`config.mk`:
```
export PLATFORM = sky130hd
export DESIGN_NAME = ysyx_23060203_ifu
export DESIGN_NICKNAME = d
export VERILOG_FILES = /design/src/rtl/ysyx_23060203_ifu_pkg.sv /design/src/rtl/ysyx_23060203_ifu_bpu.sv /design/src/rtl/ysyx_23060203_ifu.sv
export SDC_FILE = /design/constraint.sdc
export NUM_CORES = 1
export LEC_CHECK = 0
export CAP_MARGIN = 25
export CORE_MARGIN = 2
export CORE_UTILIZATION = 30
export DETAILED_ROUTE_END_ITERATION = 8
export SYNTH_ARGS = -nofsm -noshare
export SYNTH_HDL_FRONTEND = slang
export SYNTH_SLANG_ARGS = --single-unit
```
`constraint.sdc`:
```
create_clock -name clock -period 2.6 [get_ports clock]
set_clock_uncertainty 0.15 [all_clocks]
set_input_delay 0.26 -clock clock [delete_from_list [all_inputs] [get_ports clock]]
set_output_delay 0.26 -clock clock [all_outputs]
set_load 0.1 [all_outputs]
```
`src/rtl/ysyx_23060203_ifu_pkg.sv`:
```
// Shared definitions for the ysyx_23060203 instruction fetch unit:
// RV32 opcode constants, performance event ids and the fetch FSM state type.
package ysyx_23060203_ifu_pkg;

  localparam logic [6:0] OP_BRANCH = 7'b1100011;
  localparam logic [6:0] OP_JAL    = 7'b1101111;
  localparam logic [6:0] OP_JALR   = 7'b1100111;

  typedef enum logic [1:0] {
    ST_REQ  = 2'd0,
    ST_WAIT = 2'd1,
    ST_HOLD = 2'd2
  } ifu_state_e;

  typedef enum int {
    PERF_IFU_FETCH   = 0,
    PERF_IFU_WAIT    = 1,
    PERF_IFU_DISCARD = 2
  } perf_ifu_e;

endpackage

```
`src/rtl/ysyx_23060203_ifu_bpu.sv`:
```
// Static predictor: backward conditional branches are predicted taken,
// everything else (including JAL/JALR and forward branches) falls through.
module ysyx_23060203_ifu_bpu
  import ysyx_23060203_ifu_pkg::*;
(
  input  logic [31:0] pc_i,
  input  logic [31:0] inst_i,
  output logic [31:0] npc_o
);

  logic [31:0] imm_b;
  logic        bwd_br;
  logic        unused_bits;

  assign imm_b  = {{20{inst_i[31]}}, inst_i[7], inst_i[30:25], inst_i[11:8], 1'b0};
  // Sign bit of the B-immediate is inst[31], so a set bit means a backward target.
  assign bwd_br = (inst_i[6:2] == OP_BRANCH[6:2]) && inst_i[31];
  // Fields the predictor does not need (funct3, rs1, rs2, length bits).
  assign unused_bits = ^{inst_i[24:12], inst_i[1:0]};
  assign npc_o  = bwd_br ? (pc_i + imm_b) : (pc_i + 32'd4);

endmodule

```
`src/rtl/ysyx_23060203_ifu.sv`:
```
module ysyx_23060203_ifu
  import ysyx_23060203_ifu_pkg::*;
#(
  parameter logic [31:0] RESET_PC = 32'h3000_0000
) (
  input  logic        clock,
  input  logic        reset,
  input  logic        flush,
  input  logic [31:0] flush_dnpc,
  input  logic        jump_flush,
  input  logic [31:0] jump_dnpc,
  output logic        mem_arvalid,
  input  logic        mem_arready,
  output logic [31:0] mem_araddr,
  input  logic        mem_rvalid,
  output logic        mem_rready,
  input  logic [31:0] mem_rdata,
  output logic        out_valid,
  input  logic        out_ready,
  output logic [31:0] out_pc,
  output logic [31:0] out_inst
);

  ifu_state_e  state_q, state_d;
  logic [31:0] pc_q, pc_d;
  logic [31:0] inst_q, inst_d;
  logic [31:0] redir_pc_q, redir_pc_d;
  logic        discard_q, discard_d;
  logic        arvalid_q, arvalid_d;

  logic        redirect;
  logic [31:0] redir_tgt;
  logic [31:0] pred_npc;

  assign redirect  = flush | jump_flush;
  assign redir_tgt = flush ? flush_dnpc : jump_dnpc;

  ysyx_23060203_ifu_bpu u_bpu (
    .pc_i   (pc_q),
    .inst_i (mem_rdata),
    .npc_o  (pred_npc)
  );

  always_ff @(posedge clock) begin
    if (reset) begin
      state_q    <= ST_REQ;
      pc_q       <= RESET_PC;
      inst_q     <= 32'h0;
      redir_pc_q <= RESET_PC;
      discard_q  <= 1'b0;
      arvalid_q  <= 1'b0;
    end else begin
      state_q    <= state_d;
      pc_q       <= pc_d;
      inst_q     <= inst_d;
      redir_pc_q <= redir_pc_d;
      discard_q  <= discard_d;
      arvalid_q  <= arvalid_d;
    end
  end

  always_comb begin
    state_d    = state_q;
    pc_d       = pc_q;
    inst_d     = inst_q;
    redir_pc_d = redir_pc_q;
    discard_d  = discard_q;
    case (state_q)
      ST_REQ: begin
        if (redirect) begin
          discard_d  = 1'b1;
          redir_pc_d = redir_tgt;
        end
        if (arvalid_q && mem_arready) state_d = ST_WAIT;
      end
      ST_WAIT: begin
        if (mem_rvalid) begin
          if (discard_q || redirect) begin
            pc_d      = redirect ? redir_tgt : redir_pc_q;
            discard_d = 1'b0;
            state_d   = ST_REQ;
          end else begin
            inst_d     = mem_rdata;
            redir_pc_d = pred_npc;
            state_d    = ST_HOLD;
          end
        end else if (redirect) begin
          discard_d  = 1'b1;
          redir_pc_d = redir_tgt;
        end
      end
      ST_HOLD: begin
        if (redirect) begin
          pc_d    = redir_tgt;
          state_d = ST_REQ;
        end else if (out_ready) begin
          pc_d    = redir_pc_q;
          state_d = ST_REQ;
        end
      end
      default: state_d = ST_REQ;
    endcase
    arvalid_d = (state_d == ST_REQ);
  end

  always_comb begin
    mem_rready = (state_q == ST_WAIT);
    out_valid  = (state_q == ST_HOLD) & ~flush & ~jump_flush;
  end

  assign mem_arvalid = arvalid_q;
  assign mem_araddr  = pc_q;
  assign out_pc      = pc_q;
  assign out_inst    = inst_q;

`ifdef YSYX_23060203_IFU_PERF_EN
`ifndef SYNTHESIS
  logic [63:0] perf_fetch_q, perf_wait_q, perf_discard_q;

  always_ff @(posedge clock) begin
    if (reset) begin
      perf_fetch_q   <= 64'h0;
      perf_wait_q    <= 64'h0;
      perf_discard_q <= 64'h0;
    end else if (state_q == ST_WAIT) begin
      perf_wait_q <= perf_wait_q + 64'd1;
      if (mem_rvalid) begin
        if (discard_q || redirect) perf_discard_q <= perf_discard_q + 64'd1;
        else                       perf_fetch_q   <= perf_fetch_q + 64'd1;
      end
    end
  end
`endif
`endif

endmodule
```
==> flow_summary.json <==
{
  "status": "complete, no violations",
  "cp_data_required_time_ns": 2.74,
  "worstMarginPinSlew_ns": 0.5086,
  "dieArea_um2": 25480,
  "fp.dieH_um": 159.6,
  "p_int_mw": 2.837,
  "grt.overflow.total": 0,
  "start_kind": "flip-flop",
  "die_w_um": 159.6,
  "synth_seq_cells": 100,
  "holdWs_ns": 0.02071,
  "cts.sinks": 100,
  "synth_edf_count": 0,
  "fin_area_um2": 10830,
  "drt.antenna.violating_nets": 0,
  "r2r_slack_ns": 0.02,
  "cp.arrival_ns": 2.73,
  "setup_violations": 0,
  "cts_root_buf": "clkbuf_16",
  "hold_buffers": 0,
  "fin_cells": 1599,
  "synthCells": 1009,
  "max_stage_delay_ns": 0.36,
  "r2r-end": "redir_pc_q[27]",
  "viasPerCell": 5.019,
  "switching_power_mw": 1.625,
  "dp_hpwl_mm": 20.87,
  "final_cell_mix": "buf_4 (240), nor2_1 (160), a21oi_1 (131)",
  "drive_gt1_frac": 0.2828,
  "crit_chain": "ha_4, inv_2, fa_2, nor2b_2, o31a_2, buf_6, o21ai_4, o31a_1, nand4b_1, o211ai_1, xor2_1, o31ai_1",
  "slowest_stage": "dfxtp_4",
  "grt_pass1_wl_mm": 42.35,
  "ys.flop_type": "dfxtp_1",
  "slew_viol_final": 0,
  "switching_share": 0.3642,
  "rows": 56,
  "syn2layout_area_growth_pct": 49.00,
  "yosysWarnings": 0,
  "clk_latency_ns": 0.37,
  "pin_count": 202,
  "p_leak_nw": 4.578,
  "syn-num-nets": 1144,
  "fmax_mhz": 386.9,
  "pwr-share-clk": 0.310,
  "drt_iter0_markers": 504,
  "grt_pass1_vias": 7732,
  "critPathMaxFanout": 3,
  "holdPathEnd": "mem_araddr[23]",
  "synth_seq_area_share": 0.2755,
  "grt.total_usage": 0.2073,
  "dr.pass1.iters": 5,
  "grt_max_degree": 62,
  "dp_cells": 1580,
  "place_area_um2": 10210,
  "ys_types": 68,
  "clock_path_buffers": 2,
  "antenna_cells": 0,
  "rsz0062_at_grt": "yes",
  "maxCapViolCount": 0,
  "combPwrFrac": 0.317,
  "hold_class": "primary input to flip-flop",
  "crit_type": "flip-flop to flip-flop",
  "final.min_clock_period_ns": 2.584,
  "power_density_nw_per_um2": 412.1,
  "worstReg2RegStart": "mem_araddr[1]",
  "layout_commonest_cell": "buf_4",
  "nNetsFinal": 1410,
  "core-area_um2": 23610,
  "max_slew_margin": 0.6574,
  "num_vias": 8025,
  "port_buffers": 201,
  "power_frac_seq": 0.373,
  "routabilityCongestion": 0.8794,
  "hold_viol_final": 0,
  "synthArstFlopShare": 0,
  "cts.reportedPaths.clkPinSlew_ns": 0.08,
  "cts_inserted_buffers": 9,
  "netlist_area_um2": 7267,
  "wire_per_inst_um": 16.95,
  "r2r_cells": 12,
  "cts_tree": "done",
  "drc": 0,
  "antenna_found_initial": 0,
  "cp-end-kind": "flip-flop",
  "peakVddDrop_mv": 0.2528,
  "cts_max_level": 3,
  "min_from": "reset",
  "fill_cells": 2367,
  "period_share": 0.9940,
  "start_util": 0.3078,
  "routed_wl_mm": 27.11,
  "min_path_cells": 2,
  "avgSynthCellArea_um2": 7.202
}
## cell usage after synthesis (4+ instances only)
cell type	instances	area (um^2)
a211oi_1	14	105.1
a21o_1	13	97.59
a21oi_1	137	685.7
a311oi_1	6	52.55
a31oi_1	8	50.05
and2_1	4	25.02
and3_1	9	56.30
buf_1	4	15.01
buf_2	25	125.1
buf_4	33	247.7
clkbuf_1	32	120.1
dfxtp_1	100	2002
ha_1	31	387.9
inv_1	14	52.55
mux2i_1	38	380.4
nand2_1	124	465.5
nand2b_1	6	37.54
nand3_1	25	125.1
nand4_1	12	75.07
nor2_1	164	615.6
nor2b_1	5	31.28
nor3_1	17	85.08
nor3b_1	4	30.03
o211ai_1	18	135.1
o21ai_0	48	240.2
o21ai_1	4	20.02
o22ai_1	7	43.79
or3_1	4	25.02
xnor2_1	33	289.0
xor2_1	14	122.6
## logic make-up (layout without fill, tap and decap cells)
family / Yosys count / in the layout / synth area share
adder cells (fa/ha/maj): 32 / 32 / 0.05613
AO/OA/AOI/OAI: 284 / 284 / 0.2314
XOR/XNOR: 47 / 47 / 0.05665
AND/OR/NAND/NOR: 397 / 397 / 0.2479
buffers and inverters: 111 / 382 / 0.08006
flip-flops: 100 / 100 / 0.2755
multiplexers: 38 / 38 / 0.05234
## how the worst max path moves through the flow
| stage | to | startpoint | slack (ns) | depth (start not counted) |
|---|---|---|---|---|
| floorplan | redir_pc_q[25] | mem_araddr[1] | -0.07 | 11 |
| global placement | redir_pc_q[31] | mem_rdata[31] | -0.49 | 12 |
| detailed placement | redir_pc_q[25] | mem_rdata[31] | -0.58 | 12 |
| CTS | redir_pc_q[21] | mem_araddr[1] | -0.003 | 12 |
| global route | redir_pc_q[27] | mem_araddr[1] | -0.16 | 12 |
| finish | redir_pc_q[27] | mem_araddr[1] | 0.02 | 12 |
## stage by stage
step / power (mW) / setup WS (ns) / util / setup TNS, ns
global route: 4.681 / -0.1552 / 0.4586 / -0.6471
global placement: 3.053 / -0.4897 / 0.4323 / -10.90
CTS: 4.475 / -0.003443 / 0.4506 / -0.007003
floorplan: 2.556 / -0.06894 / - / -0.06894
finish: 4.462 / 0.01566 / 0.4586 / 0
detailed placement: 3.060 / -0.5835 / 0.4323 / -10.96
## flip-flops by register name, indices dropped and copies added (netlist names)
register / flops
out_inst: 32
mem_arvalid: 1
mem_araddr: 32
redir_pc_q: 32
discard_q: 1
state_q: 2
## worst max-delay path, delay by kind of cell, from the launching register on
family | cells | cell delay (ns)
compound gates | 5 | 0.89
fa+ha+maj | 2 | 0.47
flops | 1 | 0.36
simple gates | 2 | 0.32
xor+xnor | 1 | 0.17
buf+inv | 2 | 0.15
## timing repair
action                                  4_1_cts  5_1_grt
endpoints found under the setup margin       14       20
buffers inserted                              3        0
gates resized for setup                      22       39
pin swaps                                     8       11
## cell type report
| cell class | count | area, um^2 | area share |
|---|---|---|---|
| Multi-Input combinational cell | 798 | 5030 | 0.4645 |
| Timing Repair Buffer | 352 | 2974 | 0.2747 |
| Inverter | 14 | 52.55 | 0.004853 |
| Tap cell | 319 | 399.1 | 0.03686 |
| Clock inverter | 7 | 70.07 | 0.006471 |
| Clock buffer | 9 | 225.2 | 0.02080 |
| Sequential cell | 100 | 2077 | 0.1918 |
## metal layers
metal / GRT usage / routed length [um]
met1: 0.2886 / 13120
met2: 0.3339 / 12500
met3: 0.03325 / 1019
met4: 0.05207 / 477
met5: 0 / 0
## power by group through the flow
stage	clock network (mW)	registers (mW)	logic, mW
floorplan	0	1.89	0.663
global placement	0	1.70	1.36
detailed placement	0	1.70	1.36
CTS	1.42	1.66	1.39
global route	1.48	1.67	1.52
finish	1.38	1.66	1.41
(Power assumes the default switching activity.)
